[src/rtl/pc_seq_pkg.sv]
// pc_seq_pkg: shared types for the program-counter sequencer.
//   addr_t    : default-width address type (ADDR_W default = 24)
//   sel_t     : next-PC source select
//   RAS_PTR_W : pointer width for the default RAS depth
package pc_seq_pkg;
    localparam int ADDR_W_DEF    = 24;
    localparam int RAS_DEPTH_DEF = 8;
    localparam int RAS_PTR_W     = $clog2(RAS_DEPTH_DEF);

    typedef logic [ADDR_W_DEF-1:0] addr_t;

    typedef enum logic [1:0] {
        SEL_SEQ   = 2'd0,
        SEL_BR    = 2'd1,
        SEL_RET   = 2'd2,
        SEL_FLUSH = 2'd3
    } sel_t;
endpackage

[src/rtl/ras_stack.sv]
// ras_stack: circular return-address stack with saturating count.
//   clk, rst (sync, active-low)
//   en      : qualifies push/pop/replace
//   push    : advance top, write din at new top
//   pop     : retreat top (dout is the entry being popped)
//   replace : overwrite current top with din, pointer/count unchanged
//   dout    : current top entry
//   count   : number of valid entries, saturates at DEPTH
// When full, a push wraps the pointer onto the oldest entry and overwrites it.
module ras_stack
    import pc_seq_pkg::*;
#(
    parameter int DEPTH = RAS_DEPTH_DEF,
    parameter int W     = ADDR_W_DEF
) (
    input  logic                     clk,
    input  logic                     rst,
    input  logic                     en,
    input  logic                     push,
    input  logic                     pop,
    input  logic                     replace,
    input  logic [W-1:0]             din,
    output logic [W-1:0]             dout,
    output logic [$clog2(DEPTH):0]   count
);
    localparam int PW = $clog2(DEPTH);
    localparam logic [PW:0] FULL = (PW+1)'(DEPTH);

    logic [PW-1:0] ptr_q, ptr_d;
    logic [PW:0]   cnt_q, cnt_d;
    logic [W-1:0]  mem_q [DEPTH];
    logic          wr_en;
    logic [PW-1:0] wr_idx;

    always_comb begin
        ptr_d  = ptr_q;
        cnt_d  = cnt_q;
        wr_en  = 1'b0;
        wr_idx = ptr_q;
        if (en) begin
            if (replace) begin
                wr_en = 1'b1;
            end else if (push) begin
                ptr_d  = ptr_q + 1'b1;
                wr_idx = ptr_q + 1'b1;
                wr_en  = 1'b1;
                if (cnt_q != FULL) cnt_d = cnt_q + 1'b1;
            end else if (pop && cnt_q != '0) begin
                ptr_d = ptr_q - 1'b1;
                cnt_d = cnt_q - 1'b1;
            end
        end
    end

    always_ff @(posedge clk) begin
        if (!rst) begin
            ptr_q <= '0;
            cnt_q <= '0;
        end else begin
            ptr_q <= ptr_d;
            cnt_q <= cnt_d;
        end
    end

    // Contents are don't-care after reset, so storage has no reset.
    always_ff @(posedge clk) begin
        if (wr_en) mem_q[wr_idx] <= din;
    end

    assign dout  = mem_q[ptr_q];
    assign count = cnt_q;
endmodule

[src/rtl/pc_sequencer.sv]
// pc_sequencer: fetch-stage program counter with redirect priority
// flush > branch(+call) > ret > sequential, and an internal RAS.
//   clk, rst (sync, active-low), en (0 = stall, flush still acts)
//   flush_flag/flush_addr, branch_flag/branch_addr, call_flag, ret_flag
//   pc (registered), pc_plus (pc+STEP, comb), ras_count/empty/full,
//   ras_underflow (pulse: ret on empty stack)
// Optional: PC_ALIGN_CHECK_EN adds registered pulse output misalign, set
// when a loaded flush/branch/ret target has nonzero low $clog2(STEP) bits.
module pc_sequencer
    import pc_seq_pkg::*;
#(
    parameter int          ADDR_W    = ADDR_W_DEF,
    parameter int          STEP      = 4,
    parameter logic [63:0] RESET_PC  = 64'd0,
    parameter int          RAS_DEPTH = RAS_DEPTH_DEF
) (
    input  logic                         clk,
    input  logic                         rst,
    input  logic                         en,
    input  logic                         flush_flag,
    input  logic [ADDR_W-1:0]            flush_addr,
    input  logic                         branch_flag,
    input  logic [ADDR_W-1:0]            branch_addr,
    input  logic                         call_flag,
    input  logic                         ret_flag,
    output logic [ADDR_W-1:0]            pc,
    output logic [ADDR_W-1:0]            pc_plus,
    output logic [$clog2(RAS_DEPTH):0]   ras_count,
    output logic                         ras_empty,
    output logic                         ras_full,
`ifdef PC_ALIGN_CHECK_EN
    output logic                         misalign,
`endif
    output logic                         ras_underflow
);
    localparam logic [ADDR_W-1:0] STEP_V = ADDR_W'(STEP);
    localparam logic [ADDR_W-1:0] RST_V  = RESET_PC[ADDR_W-1:0];

    logic [ADDR_W-1:0] pc_q, pc_d;
    logic              underflow_q, underflow_d;
    logic              push, pop, replace;
    logic [ADDR_W-1:0] ras_dout;
    sel_t              sel;

    assign pc_plus   = pc_q + STEP_V;
    assign ras_empty = (ras_count == '0);
    assign ras_full  = (ras_count == ($clog2(RAS_DEPTH)+1)'(RAS_DEPTH));

    always_comb begin
        sel         = SEL_SEQ;
        push        = 1'b0;
        pop         = 1'b0;
        replace     = 1'b0;
        underflow_d = 1'b0;
        if (flush_flag) begin
            sel = SEL_FLUSH;
        end else if (branch_flag) begin
            sel = SEL_BR;
            // Tail call reuses the top slot; on an empty stack it is a push.
            if (call_flag) begin
                if (ret_flag && !ras_empty) replace = 1'b1;
                else                        push    = 1'b1;
            end
        end else if (ret_flag) begin
            if (!ras_empty) begin
                sel = SEL_RET;
                pop = 1'b1;
            end else begin
                underflow_d = en;
            end
        end

        case (sel)
            SEL_FLUSH: pc_d = flush_addr;
            SEL_BR:    pc_d = branch_addr;
            SEL_RET:   pc_d = ras_dout;
            default:   pc_d = pc_plus;
        endcase
        if (!en && !flush_flag) pc_d = pc_q;
    end

    ras_stack #(.DEPTH(RAS_DEPTH), .W(ADDR_W)) u_ras (
        .clk     (clk),
        .rst     (rst),
        .en      (en & ~flush_flag),
        .push    (push),
        .pop     (pop),
        .replace (replace),
        .din     (pc_plus),
        .dout    (ras_dout),
        .count   (ras_count)
    );

    always_ff @(posedge clk) begin
        if (!rst) begin
            pc_q        <= RST_V;
            underflow_q <= 1'b0;
        end else begin
            pc_q        <= pc_d;
            underflow_q <= underflow_d;
        end
    end

    assign pc            = pc_q;
    assign ras_underflow = underflow_q;

`ifdef PC_ALIGN_CHECK_EN
    localparam logic [ADDR_W-1:0] ALIGN_MASK = ADDR_W'(STEP - 1);
    logic misalign_q, misalign_d;

    always_comb begin
        misalign_d = 1'b0;
        if ((flush_flag || en) && sel != SEL_SEQ)
            misalign_d = ((pc_d & ALIGN_MASK) != '0);
    end

    always_ff @(posedge clk) begin
        if (!rst) misalign_q <= 1'b0;
        else      misalign_q <= misalign_d;
    end

    assign misalign = misalign_q;
`endif
endmodule

[config.mk]
export PLATFORM = sky130hd
export DESIGN_NAME = pc_sequencer
export DESIGN_NICKNAME = d
export VERILOG_FILES = /design/src/rtl/pc_seq_pkg.sv /design/src/rtl/ras_stack.sv /design/src/rtl/pc_sequencer.sv
export SDC_FILE = /design/constraint.sdc
export NUM_CORES = 1
export LEC_CHECK = 0
export BUFFER_PORTS_ARGS = -buffer_cell sky130_fd_sc_hd__buf_2
export CAP_MARGIN = 5
export CORE_MARGIN = 2
export CORE_UTILIZATION = 30
export DETAILED_ROUTE_END_ITERATION = 7
export PLACE_DENSITY = 0.54
export SLEW_MARGIN = 10
export SYNTH_ARGS = -nofsm -noshare
export SYNTH_HDL_FRONTEND = slang
export SYNTH_SLANG_ARGS = --single-unit
[constraint.sdc]
create_clock -name clk -period 6.3 [get_ports clk]
set_clock_uncertainty 0.2 [all_clocks]
set_input_delay 1.26 -clock clk [delete_from_list [all_inputs] [get_ports clk]]
set_output_delay 1.26 -clock clk [all_outputs]
set_load 0.005 [all_outputs]
==> impl_metrics.csv <==
group,metric,value,unit
route,wl_per_cell,22.59,µm
cts,clk_path_buf_depth,3,
route,drc_errors,0,
synthesis,ys.flop_type,"edfxtp_1",
timing,setup_tns,0,ns
worst_setup_path,crit_arrival,3.19,ns
timing,hold_viol_final,0,
cts,cts_max_level,1,
synthesis,syn_area_per_cell,15.88,µm²
synthesis,synth.net_count,687,
global_routing,antenna_found_initial,0,
final_layout,nFillCells,3159,
power_and_ir_drop,power,3361,µW
route,dr.pass1.iters,5,
global_routing,grt_use_met3,2.720,%
synthesis,async_reset_ff_share,0,%
timing,setup_viol_count_final,0,
global_routing,gr-max-usage-layer,"met2",
final_layout,final_cell_mix,"192 x edfxtp_1, 109 x buf_2, 37 x mux4_2",
global_routing,grt_util_met2,24.83,%
die,rows,66,
cts,cts_resized,0,
route,ant_nets,0,
worst_setup_path,cp-start-kind,"flip-flop",
synthesis,ys_types,64,
die,core,32540,µm²
worst_setup_path,cp.required,4.84,ns
final_layout,seq_area,6469,µm²
timing,finalCritPeriodShare,73.85,%
global_routing,met1_usage,22.70,%
timing,worst_pin_slew,0.9933,ns
worst_setup_path,path_max_fanout,9,
synthesis,synthAdderAreaFrac,1.086,%
synthesis,synth-xor-area-share,2.210,%
cts,numCtsBuffers,25,
power_and_ir_drop,p_leak,0.003982,µW
placed_design,place_congestion,0.8000,
synthesis,yosys.area_share.simple,6.769,%
placed_design,dp_hpwl,17810,µm
cts,clock_latency,0.53,ns
cts,cts-root-buf,"clkbuf_16",
die,die_w,185.7,µm
outcome,status,"finished, final reports clean",
final_layout,area_growth,18.34,%
global_routing,grt_usage,15.78,%
final_layout,drive_gt1_share,31.03,%
flow_run,max-cap-violations,0,
route,drt_first_iter_violations,503,
cts,cts_tree,"built",
worst_setup_path,path_class,"reg -> out",
synthesis,ys_ff_latch,227,
timing,rsz0062_at_grt,"false",
die,die_y,185.7,µm
power_and_ir_drop,ir_worst_vdd,0.0001711,V
placed_design,portBuffers,109,
timing,relSlewSlack,33.48,%
die,start_util,30.45,%
cts,clk_pin_slew,0.06,ns
hold_path,hp-class,"reg -> reg",
global_routing,first_global_vias,5971,
global_routing,grt.overflow.total,0,
route,drt_wl_total,27010,µm
synthesis,synth_compound_area_share,7.842,%
die,ioPinCount,110,
global_routing,grt_max_degree,38,
synthesis,synth-edff-count,192,
cts,postCtsSetupRepairBufs,0,
timing,fin_crit,4.652,ns
final_layout,multiInputGateArea,3228,µm²
cts,cts_sinks,227,
global_routing,grt_first_pass_wirelength,39760,µm
synthesis,netlist_area,9908,µm²
synthesis,muxShareOfSynthArea,14.45,%
synthesis,synth-seq-area-share,65.26,%
final_layout,nets,799,
timing,fmax,214.9,MHz
cts,holdBufCountCts,0,
route,viasPerCell,4.957,
worst_setup_path,end_kind,"primary output",
die,dieArea,34500,µm²
power_and_ir_drop,power.density,286.7,nW/µm²
synthesis,yosys_warnings,0,
final_layout,layout_commonest_cell,"edfxtp_1",
route,vias,5928,
timing,final_max_slew_viol_count,0,
synthesis,syn_inst,624,
final_layout,diodes,0,
synthesis,synth_top_family_by_area,"multiplexers",
## final cells by class
type	count	share of cell area, %
clock inverters	7	0.5656
multi-input cells	351	27.53
inverters	7	0.2241
flip-flops and latches	227	55.17
repair buffers	124	5.613
clock buffers	38	6.179
well taps	442	4.717
## worst max-delay path, cell delays in order, from the launching register on
cell and delay [ns]:
dfxtp_1 0.54, ha_1 0.35, nand4_1 0.14, nor4_1 0.62, xor2_1 0.74, buf_2 0.27
## metal layers
metal	routed length, µm	share of wire, %
met1	12680	47
met2	12470	46
met3	1317	4.9
met4	540	2.0
met5	0	0
## final timing paths
path | cells past startpoint | slack (ns) | from | endpoint
worst max-delay path | 5 | 1.65 | pc[2] | pc_plus[18]
worst min-delay path | 2 | 0.38 | u_ras.count[3] | u_ras.count[3]
worst max register to register | 8 | 2.91 | u_ras.count[0] | u_ras.mem_q[6][11]
worst min register to register | 2 | 0.38 | u_ras.count[3] | u_ras.count[3]
## metrics by stage
stage	worst slack, ns	hold slack (ns)	area, µm²	std cells	utilization (%)
global placement	1.812	0.3568	10930	1151	33.61
floorplan	2.197	0.3121	9908	624	-
CTS	1.631	0.3849	11730	1196	36.04
finish	1.648	0.3777	11730	1196	36.04
detailed placement	1.782	0.3758	10930	1151	33.61
global route	1.394	0.4010	11730	1196	36.04
## cells in the mapped netlist, types with 13 or more instances
cell type  number  share of area (%)
nand3_1        15               0.76
a21oi_1        23                1.2
mux4_2         37                8.4
nand2_1        32                1.2
edfxtp_1      192                 58
dfxtp_1        35                7.1
mux2i_1        14                1.4
mux2_2         15                1.7
nor2_1         32                1.2
o21ai_0        21                1.1
xor2_1         13                1.1
buf_2          17               0.86
## power by group
group | total [µW] | internal (µW) | switching (µW)
sequential | 1710 | 1670 | 39.6
combinational | 241 | 97.4 | 144
clock | 1410 | 832 | 583
## state kept, by name, summed over array words and instances, names as in the netlist, named ones only
| signal | count |
|---|---|
| u_ras.ptr_q | 3 |
| u_ras.count | 4 |
| pc | 24 |
| u_ras.mem_q | 192 |
| ras_underflow | 1 |
## kinds of logic after synthesis
group,count (synthesis)
compound gates,107
xor+xnor,25
fa+ha+maj,8
buf+inv,46
flops,227
mux,77
simple gates,134
(Power assumes the default switching activity.)
